$ cat config.mk
export PLATFORM = sky130hd
export DESIGN_NAME = rvv_backend_retire_byte_merge
export DESIGN_NICKNAME = d
export VERILOG_FILES = /design/src/rtl/rvv_backend_retire_byte_merge.sv
export SDC_FILE = /design/constraint.sdc
export NUM_CORES = 1
export LEC_CHECK = 0
export CORE_UTILIZATION = 43
export CTS_CLUSTER_SIZE = 8
export DETAILED_ROUTE_END_ITERATION = 10
export PLACE_DENSITY = 0.78
export SLEW_MARGIN = 20
export SYNTH_ARGS = -nofsm -noshare
export SYNTH_HDL_FRONTEND = slang
export SYNTH_SLANG_ARGS = --single-unit
$ cat constraint.sdc
create_clock -name clk -period 9.23 [get_ports clk]
set_input_delay 1.846 -clock clk [delete_from_list [all_inputs] [get_ports clk]]
set_output_delay 1.846 -clock clk [all_outputs]
set_load 0.02 [all_outputs]
$ cat src/rtl/rvv_backend_retire_byte_merge.sv
// Retire-stage byte merge: applies tail/mask policy per byte, buffers merged VRF writes
// in a small circular FIFO and reports instruction completion with its uop count.
`ifndef VLENB
`define VLENB 16
`endif

module rvv_backend_retire_byte_merge #(
  parameter int unsigned VLENB      = `VLENB,
  parameter int unsigned FIFO_DEPTH = 2
) (
  input  logic                    clk,
  input  logic                    rst,
  input  logic                    in_valid,
  output logic                    in_ready,
  input  logic [4:0]              in_vd_addr,
  input  logic [8*VLENB-1:0]      in_result,
  input  logic [8*VLENB-1:0]      in_vd_old,
  input  logic [VLENB-1:0][1:0]   in_vd_type,
  input  logic                    in_vta,
  input  logic                    in_vma,
  input  logic                    in_last_uop,
  output logic                    out_valid,
  input  logic                    out_ready,
  output logic [4:0]              out_wr_addr,
  output logic [8*VLENB-1:0]      out_wr_data,
  output logic [VLENB-1:0]        out_wr_strobe,
  output logic                    out_last,
  output logic                    instr_done,
  output logic [3:0]              instr_uop_cnt
);

  localparam int unsigned VLEN  = 8 * VLENB;
  localparam int unsigned PTR_W = (FIFO_DEPTH > 2) ? 2 : 1;
  localparam int unsigned CNT_W = PTR_W + 1;
  localparam logic [PTR_W-1:0] PTR_MAX = PTR_W'(FIFO_DEPTH - 1);

  localparam logic [1:0] NOT_CHANGE    = 2'd0;
  localparam logic [1:0] BODY_ACTIVE   = 2'd1;
  localparam logic [1:0] BODY_INACTIVE = 2'd2;
  localparam logic [1:0] TAIL          = 2'd3;

  typedef enum logic {IDLE, BUSY} cnt_state_e;

  logic [PTR_W-1:0] wr_ptr_q, wr_ptr_d, rd_ptr_q, rd_ptr_d;
  logic [CNT_W-1:0] count_q, count_d;
  cnt_state_e       state_q, state_d;
  logic [3:0]       uop_cnt_q, uop_cnt_d;
  logic [3:0]       uop_cnt_inc;
  logic             push, pop;

  logic [VLEN-1:0]  merge_data;
  logic [VLENB-1:0] merge_strb;

  logic [VLEN-1:0]  fifo_data_q [FIFO_DEPTH];
  logic [VLENB-1:0] fifo_strb_q [FIFO_DEPTH];
  logic [4:0]       fifo_addr_q [FIFO_DEPTH];
  logic             fifo_last_q [FIFO_DEPTH];
  logic [3:0]       fifo_cnt_q  [FIFO_DEPTH];

  assign in_ready  = (count_q < CNT_W'(FIFO_DEPTH));
  assign out_valid = (count_q != '0);
  assign push      = in_valid & in_ready;
  assign pop       = out_valid & out_ready;

  assign out_wr_addr   = fifo_addr_q[rd_ptr_q];
  assign out_wr_data   = fifo_data_q[rd_ptr_q];
  assign out_wr_strobe = fifo_strb_q[rd_ptr_q];
  assign out_last      = fifo_last_q[rd_ptr_q];
  assign instr_uop_cnt = fifo_cnt_q[rd_ptr_q];
  // A pop in the reset cycle is discarded, so it must not report completion.
  assign instr_done    = pop & fifo_last_q[rd_ptr_q] & ~rst;

  // Per-byte policy merge on the incoming uop.
  always_comb begin
    merge_data = in_vd_old;
    merge_strb = '0;
    for (int unsigned i = 0; i < VLENB; i++) begin
      case (in_vd_type[i])
        BODY_ACTIVE: begin
          merge_data[i*8 +: 8] = in_result[i*8 +: 8];
          merge_strb[i]        = 1'b1;
        end
        BODY_INACTIVE: begin
          if (in_vma) begin
            merge_data[i*8 +: 8] = 8'hFF;
            merge_strb[i]        = 1'b1;
          end
        end
        TAIL: begin
          if (in_vta) begin
            merge_data[i*8 +: 8] = 8'hFF;
            merge_strb[i]        = 1'b1;
          end
        end
        default: begin
        end
      endcase
    end
  end

  assign uop_cnt_inc = (uop_cnt_q == 4'd15) ? 4'd15 : uop_cnt_q + 4'd1;

  // Uop counter FSM: next state and count.
  always_comb begin
    state_d   = state_q;
    uop_cnt_d = uop_cnt_q;
    if (push) begin
      case (state_q)
        IDLE: begin
          if (in_last_uop) begin
            uop_cnt_d = 4'd0;
          end else begin
            state_d   = BUSY;
            uop_cnt_d = uop_cnt_inc;
          end
        end
        BUSY: begin
          if (in_last_uop) begin
            state_d   = IDLE;
            uop_cnt_d = 4'd0;
          end else begin
            uop_cnt_d = uop_cnt_inc;
          end
        end
        default: state_d = IDLE;
      endcase
    end
  end

  // FIFO pointer and occupancy next state.
  always_comb begin
    wr_ptr_d = wr_ptr_q;
    rd_ptr_d = rd_ptr_q;
    count_d  = count_q;
    if (push) wr_ptr_d = (wr_ptr_q == PTR_MAX) ? '0 : wr_ptr_q + PTR_W'(1);
    if (pop)  rd_ptr_d = (rd_ptr_q == PTR_MAX) ? '0 : rd_ptr_q + PTR_W'(1);
    case ({push, pop})
      2'b10:   count_d = count_q + CNT_W'(1);
      2'b01:   count_d = count_q - CNT_W'(1);
      default: count_d = count_q;
    endcase
  end

  always_ff @(posedge clk) begin
    if (rst) begin
      wr_ptr_q  <= '0;
      rd_ptr_q  <= '0;
      count_q   <= '0;
      state_q   <= IDLE;
      uop_cnt_q <= 4'd0;
    end else begin
      wr_ptr_q  <= wr_ptr_d;
      rd_ptr_q  <= rd_ptr_d;
      count_q   <= count_d;
      state_q   <= state_d;
      uop_cnt_q <= uop_cnt_d;
    end
  end

  // Entry storage is not reset; occupancy alone qualifies it.
  always_ff @(posedge clk) begin
    if (push) begin
      fifo_data_q[wr_ptr_q] <= merge_data;
      fifo_strb_q[wr_ptr_q] <= merge_strb;
      fifo_addr_q[wr_ptr_q] <= in_vd_addr;
      fifo_last_q[wr_ptr_q] <= in_last_uop;
      fifo_cnt_q[wr_ptr_q]  <= uop_cnt_inc;
    end
  end

endmodule

# Word level (Yosys, flattened, before mapping)
# Memory sizes are Yosys's and may differ from the RTL's. A register that Yosys moved wholly into a read port is not among the register bits.
# Cells that the tools add are included.
classes:
  n_addsub: 5
  reduce_logical: 2
  mux: 83
  n_bitwise: 5
  n_eq_ne: 51
  n_lt_le_gt_ge: 1
ops:
  columns: ["op", "n"]
  rows:
  - ["$pmux 8 s3", 16]
  - ["$mux 8", 32]
  - ["$eq 2x2->1 const B", 33]
  - ["$pmux 1 s3", 16]
  - ["$eq 2x1->1 const B", 17]
  - ["$mux 1", 16]
  - ["$mux 4", 2]
  - ["$add 4x1->4 const B", 1]
  - ["$and 1x1->1", 4]
  - ["$eq 4x4->1 const B", 1]
  - ["$pmux 2 s2", 1]
  - ["$reduce_bool 2->1", 2]
  - ["$add 1x1->1 const B", 2]
  - ["$add 2x1->2 const B", 1]
  - ["$lt 2x2->1 const B", 1]
  - ["$sub 2x1->2 const B", 1]
  - ["$not 1->1", 1]
totals:
  ramBits: 308
  register_bits: 8
  out_inout_bits: 157
  elab_cells: 156
  memories: 5
  in_bits: 300
mem_list:
  columns: ["name", "depth", "width", "read_ports", "rd_ports_with_merged_regs", "wr", "line_no", "source"]
  rows:
  - ["fifo_data_q", 2, 128, 1, 1, 1, "54", "logic [VLEN-1:0] fifo_data_q [FIFO_DEPTH];"]
  - ["fifo_strb_q", 2, 16, 1, 1, 1, "55", "logic [VLENB-1:0] fifo_strb_q [FIFO_DEPTH];"]
  - ["fifo_addr_q", 2, 5, 1, 1, 1, "56", "logic [4:0] fifo_addr_q [FIFO_DEPTH];"]
  - ["fifo_cnt_q", 2, 4, 1, 1, 1, "58", "logic [3:0] fifo_cnt_q [FIFO_DEPTH];"]
  - ["fifo_last_q", 2, 1, 1, 1, 1, "57", "logic fifo_last_q [FIFO_DEPTH];"]

# Depth between registers and ports, before layout
logic_depth:
  word_depth: 4
  depth_mapped: 6
  depth_no_buf: 6

# Worst setup path after synthesis
# OpenSTA, ideal clock, no wires.
synth_path:
  path_type: "input-to-reg"
  startpoint: "input in_valid"
  endpoint: "memory fifo_addr_q[0][0], enable pin"
  stages: 3
  t_required_ns: 8.559
  slack_ns: -0.005
  setup_time_ns: 0.671
  path_buffers: 0
  t_arrival_ns: 8.564
  path_cell_list: "nor2b_4 -> inv_1 -> nor2_1"
synth_via:
  elab_chain_len: 3
synth_rtl:
  columns: ["element", "line_no", "source"]
  rows:
  - ["from (decl)", "13", "input logic in_valid,"]
  - ["$and 1x1->1", "62", "assign push = in_valid & in_ready;"]
  - ["$mux 1", "162", "if (push) begin"]
  - ["$mux 1 (not written as such)", "165", "fifo_addr_q[wr_ptr_q] <= in_vd_addr;"]
  - ["to (decl)", "56", null]
# Every way passes these cells.

# Final worst setup path
layout_path:
  startpoint: "input rst"
  endpoint: "output instr_done"
layout_via:
  elab_chain_len: 2
layout_rtl:
  columns: ["element", "line_no", "source"]
  rows:
  - ["from (decl)", "12", "input logic rst,"]
  - ["$not 1->1", "71", "assign instr_done = pop & fifo_last_q[rd_ptr_q] & ~rst;"]
  - ["$and 1x1->1", "71", null]
  - ["to (decl)", "28", "output logic instr_done,"]
# Every way passes these cells.

==> impl_metrics.tcl <==
set metrics [dict create \
    status "finished clean" \
    die_area_sq_mm 0.03507 \
    grt_usage 0.2138 \
    layout.nets 1763 \
    gp_congestion 0.9264 \
    hp-start "rd_ptr_q" \
    ys_warn_count 0 \
    fin_crit_sh 0.5652 \
    first_pass_iters 5 \
    whs_endpoint "rd_ptr_q" \
    hpwl_mm 26.68 \
    place.port_buffers 456 \
    avgSynthCellArea_sq_um 14.07 \
    stdcell_count 1920 \
    r2r-end "fifo_data_q[0][62]" \
    dieWidth_um 187.3 \
    leakagePower_uw 0.006809 \
    setup_violations 0 \
    worstPathCellList "clkdlybuf4s50_1, inv_1, and3_1, clkdlybuf4s50_1" \
    crit_fanout 7 \
    criticalPathCategory "input pin to primary output" \
    hold_depth 2 \
    cap_violations 0 \
    routed_wl_mm 39.14 \
    syn_area_sq_mm 0.01476 \
    fin_hold_ws_ns 0.5036 \
    dp_cells 1862 \
    rsz0062_at_grt "false" \
    grt-ovfl-total 0 \
    end_kind "primary output" \
    skew_ns 0.01254 \
    via_per_inst 5.527 \
    rows 67 \
    synth.most_common_cell "edfxtp_1" \
    worstRegToRegCells 4 \
    clkTransAtPathRegs_ns 0.05 \
    ir_drop_v 0.0001565 \
    insertion_delay_ns 0.52 \
    drt_iter0_drc 622 \
    holdBufCountCts 0 \
    synthCells 1049 \
    startpoint_type "input pin" \
    synth_ff_type "edfxtp_1" \
    slew_headroom 0.3126 \
    grt_max_degree 142 \
    layout_setup_ws_ns 4.013 \
    r2r-start "count_q[1]" \
    fin_setup_tns_ns 0 \
    htree_levels 2 \
    synth-edff-count 308 \
    diodes 0 \
    fin_crit_ns 5.217 \
    cts_made_buffers 45 \
    slowest_delay_ns 0.60 \
    start_util 0.4391 \
    path_buf_inv 3 \
    synth_cell_types 38 \
    hold_viol 0 \
    grt_first_pass_wirelength_mm 58.04 \
    syn-num-nets 1351 \
    synth-seq-cells 317 \
    cts.sinks 317 \
    cts_tree "built" \
    post-cts-setup-buffers 0 \
    ff2ff_setup_slack_ns 6.80 \
    crit_top_cell "clkdlybuf4s50_1" \
    grt_antenna_before_repair 1 \
    synth_area_leaders "edfxtp_1 (63%), mux2_4 (7.1%), mux2_2 (6.9%)" \
    core-area_sq_mm 0.03362 \
    root_buffer "clkbuf_16" \
    maxSlewViolCount 0 \
    drive_gt1_frac 0.1522 \
    cp.required_ns 7.38 \
    ys_top_cells_by_count "edfxtp_1 (308), a21oi_1 (124), nor3_1 (120), o22ai_1 (120), mux2_2 (91)" \
    p_per_area_mw_per_mm2 248.1 \
    hold_class "flip-flop to flip-flop" \
    pre_cts_ws_ns 4.025 \
    die_h_um 187.3 \
    detail-route-antenna-nets 0 \
    wl_per_cell_um 20.39 \
    drc_errors 0 \
    num_vias 10610 \
    synth.top_cell.area_share 0.6266 \
    ioPinCount 457 \
    fmax_ghz 0.1917 \
    tightest_slew_ns 1.031 \
    synth-seq-area-share 0.6388 \
    yosysTopAreaCell "edfxtp_1" \
    crit_family "buffers and inverters" \
    area_growth_pct 39.48 \
    crit_arrival_ns 3.37 \
    slowest_stage "clkdlybuf4s50_1" \
    cts_buffer_depth 3 \
    grt_pass1_vias 10580 \
    ys_async_sr_fraction 0 \
    ctsResizeCount 0 \
]
## layout by cell type, fill, tap and decap left out, drive strengths merged, types with 2 or more instances in the layout
cell | Yosys | routed
clkdlybuf4s50 | 0 | 456
edfxtp | 308 | 308
mux2 | 162 | 162
a21oi | 124 | 124
nor3 | 121 | 121
o22ai | 120 | 120
clkbuf | 19 | 55
nor2 | 23 | 23
a31oi | 17 | 17
nand2b | 16 | 16
and2 | 15 | 15
dfxtp | 9 | 9
o22a | 8 | 8
inv | 6 | 8
buf | 78 | 6
a32o | 3 | 3
o21ai | 2 | 2
o21a | 2 | 2
and3 | 2 | 2
xor2 | 2 | 2
ha | 2 | 2
nor2b | 2 | 2
## cells by family (layout without fill, tap and decap cells)
| logic type | count (synthesis) | after routing | synth area share |
|---|---|---|---|
| multiplexers | 162 | 162 | 0.1414 |
| buffers and inverters | 103 | 526 | 0.04052 |
| adder cells (fa/ha/maj) | 2 | 2 | 0.001695 |
| AND/OR/NAND/NOR | 185 | 185 | 0.06519 |
| XOR/XNOR | 3 | 3 | 0.001780 |
| AO/OA/AOI/OAI | 277 | 277 | 0.1106 |
| flip-flops | 317 | 317 | 0.6388 |
## worst reg2reg max path, stage by stage, from the launching register on
cell and delay (ns):
dfxtp_1 0.37, nor2b_4 0.18, inv_1 0.19, nor2_4 0.45
buf_12 0.53
## state kept, by name, indices dropped and copies added (netlist names), named ones only
signal,flops
wr_ptr_q,1
fifo_last_q,2
count_q,2
rd_ptr_q,1
fifo_addr_q,10
uop_cnt_q,4
fifo_data_q,256
fifo_cnt_q,8
fifo_strb_q,32
## final cells by class
type	count	area (sq um)
Fill cell	2568	13030
Sequential cell	317	9433
Multi-Input combinational cell	629	4748
Timing Repair Buffer	462	4634
Clock buffer	55	1164
Tap cell	448	560.5
Inverter	6	25.02
Clock inverter	3	22.52
## stage by stage
step | total power [uW] | utilization | area [sq um]
after global placement | 3699 | 0.5771 | 19400
after CTS | 5156 | 0.6124 | 20590
after detailed placement | 3721 | 0.5771 | 19400
final | 5107 | 0.6124 | 20590
after floorplan | 2990 | - | 14760
after global routing | 5300 | 0.6124 | 20590
## metal layers
metal / vias to the layer above / track usage / part of all wire
met3: 85 / 0.05910 / 0.093
met1: 5050 / 0.2432 / 0.37
li1: 4961 / - / -
met5: - / 0 / 0
met2: 516 / 0.3832 / 0.51
met4: 0 / 0.07472 / 0.031
## power breakdown
group	total (uW)	switching, uW	internal [uW]
sequential	1920	74.0	1850
clock	1420	550	868
combinational	1760	881	883
## worst max path at each step
stage | startpoint | endpoint | slack [ns] | depth (start not counted)
2_1_floorplan | in_valid | fifo_addr_q[1][0] | 0.02 | 3
3_3_place_gp | rst | instr_done | 4.05 | 4
3_5_place_dp | rst | instr_done | 4.03 | 4
4_1_cts | rst | instr_done | 4.01 | 4
5_1_grt | rst | instr_done | 3.96 | 4
6_report | rst | instr_done | 4.01 | 4
Power figures use the tool's default switching activity.
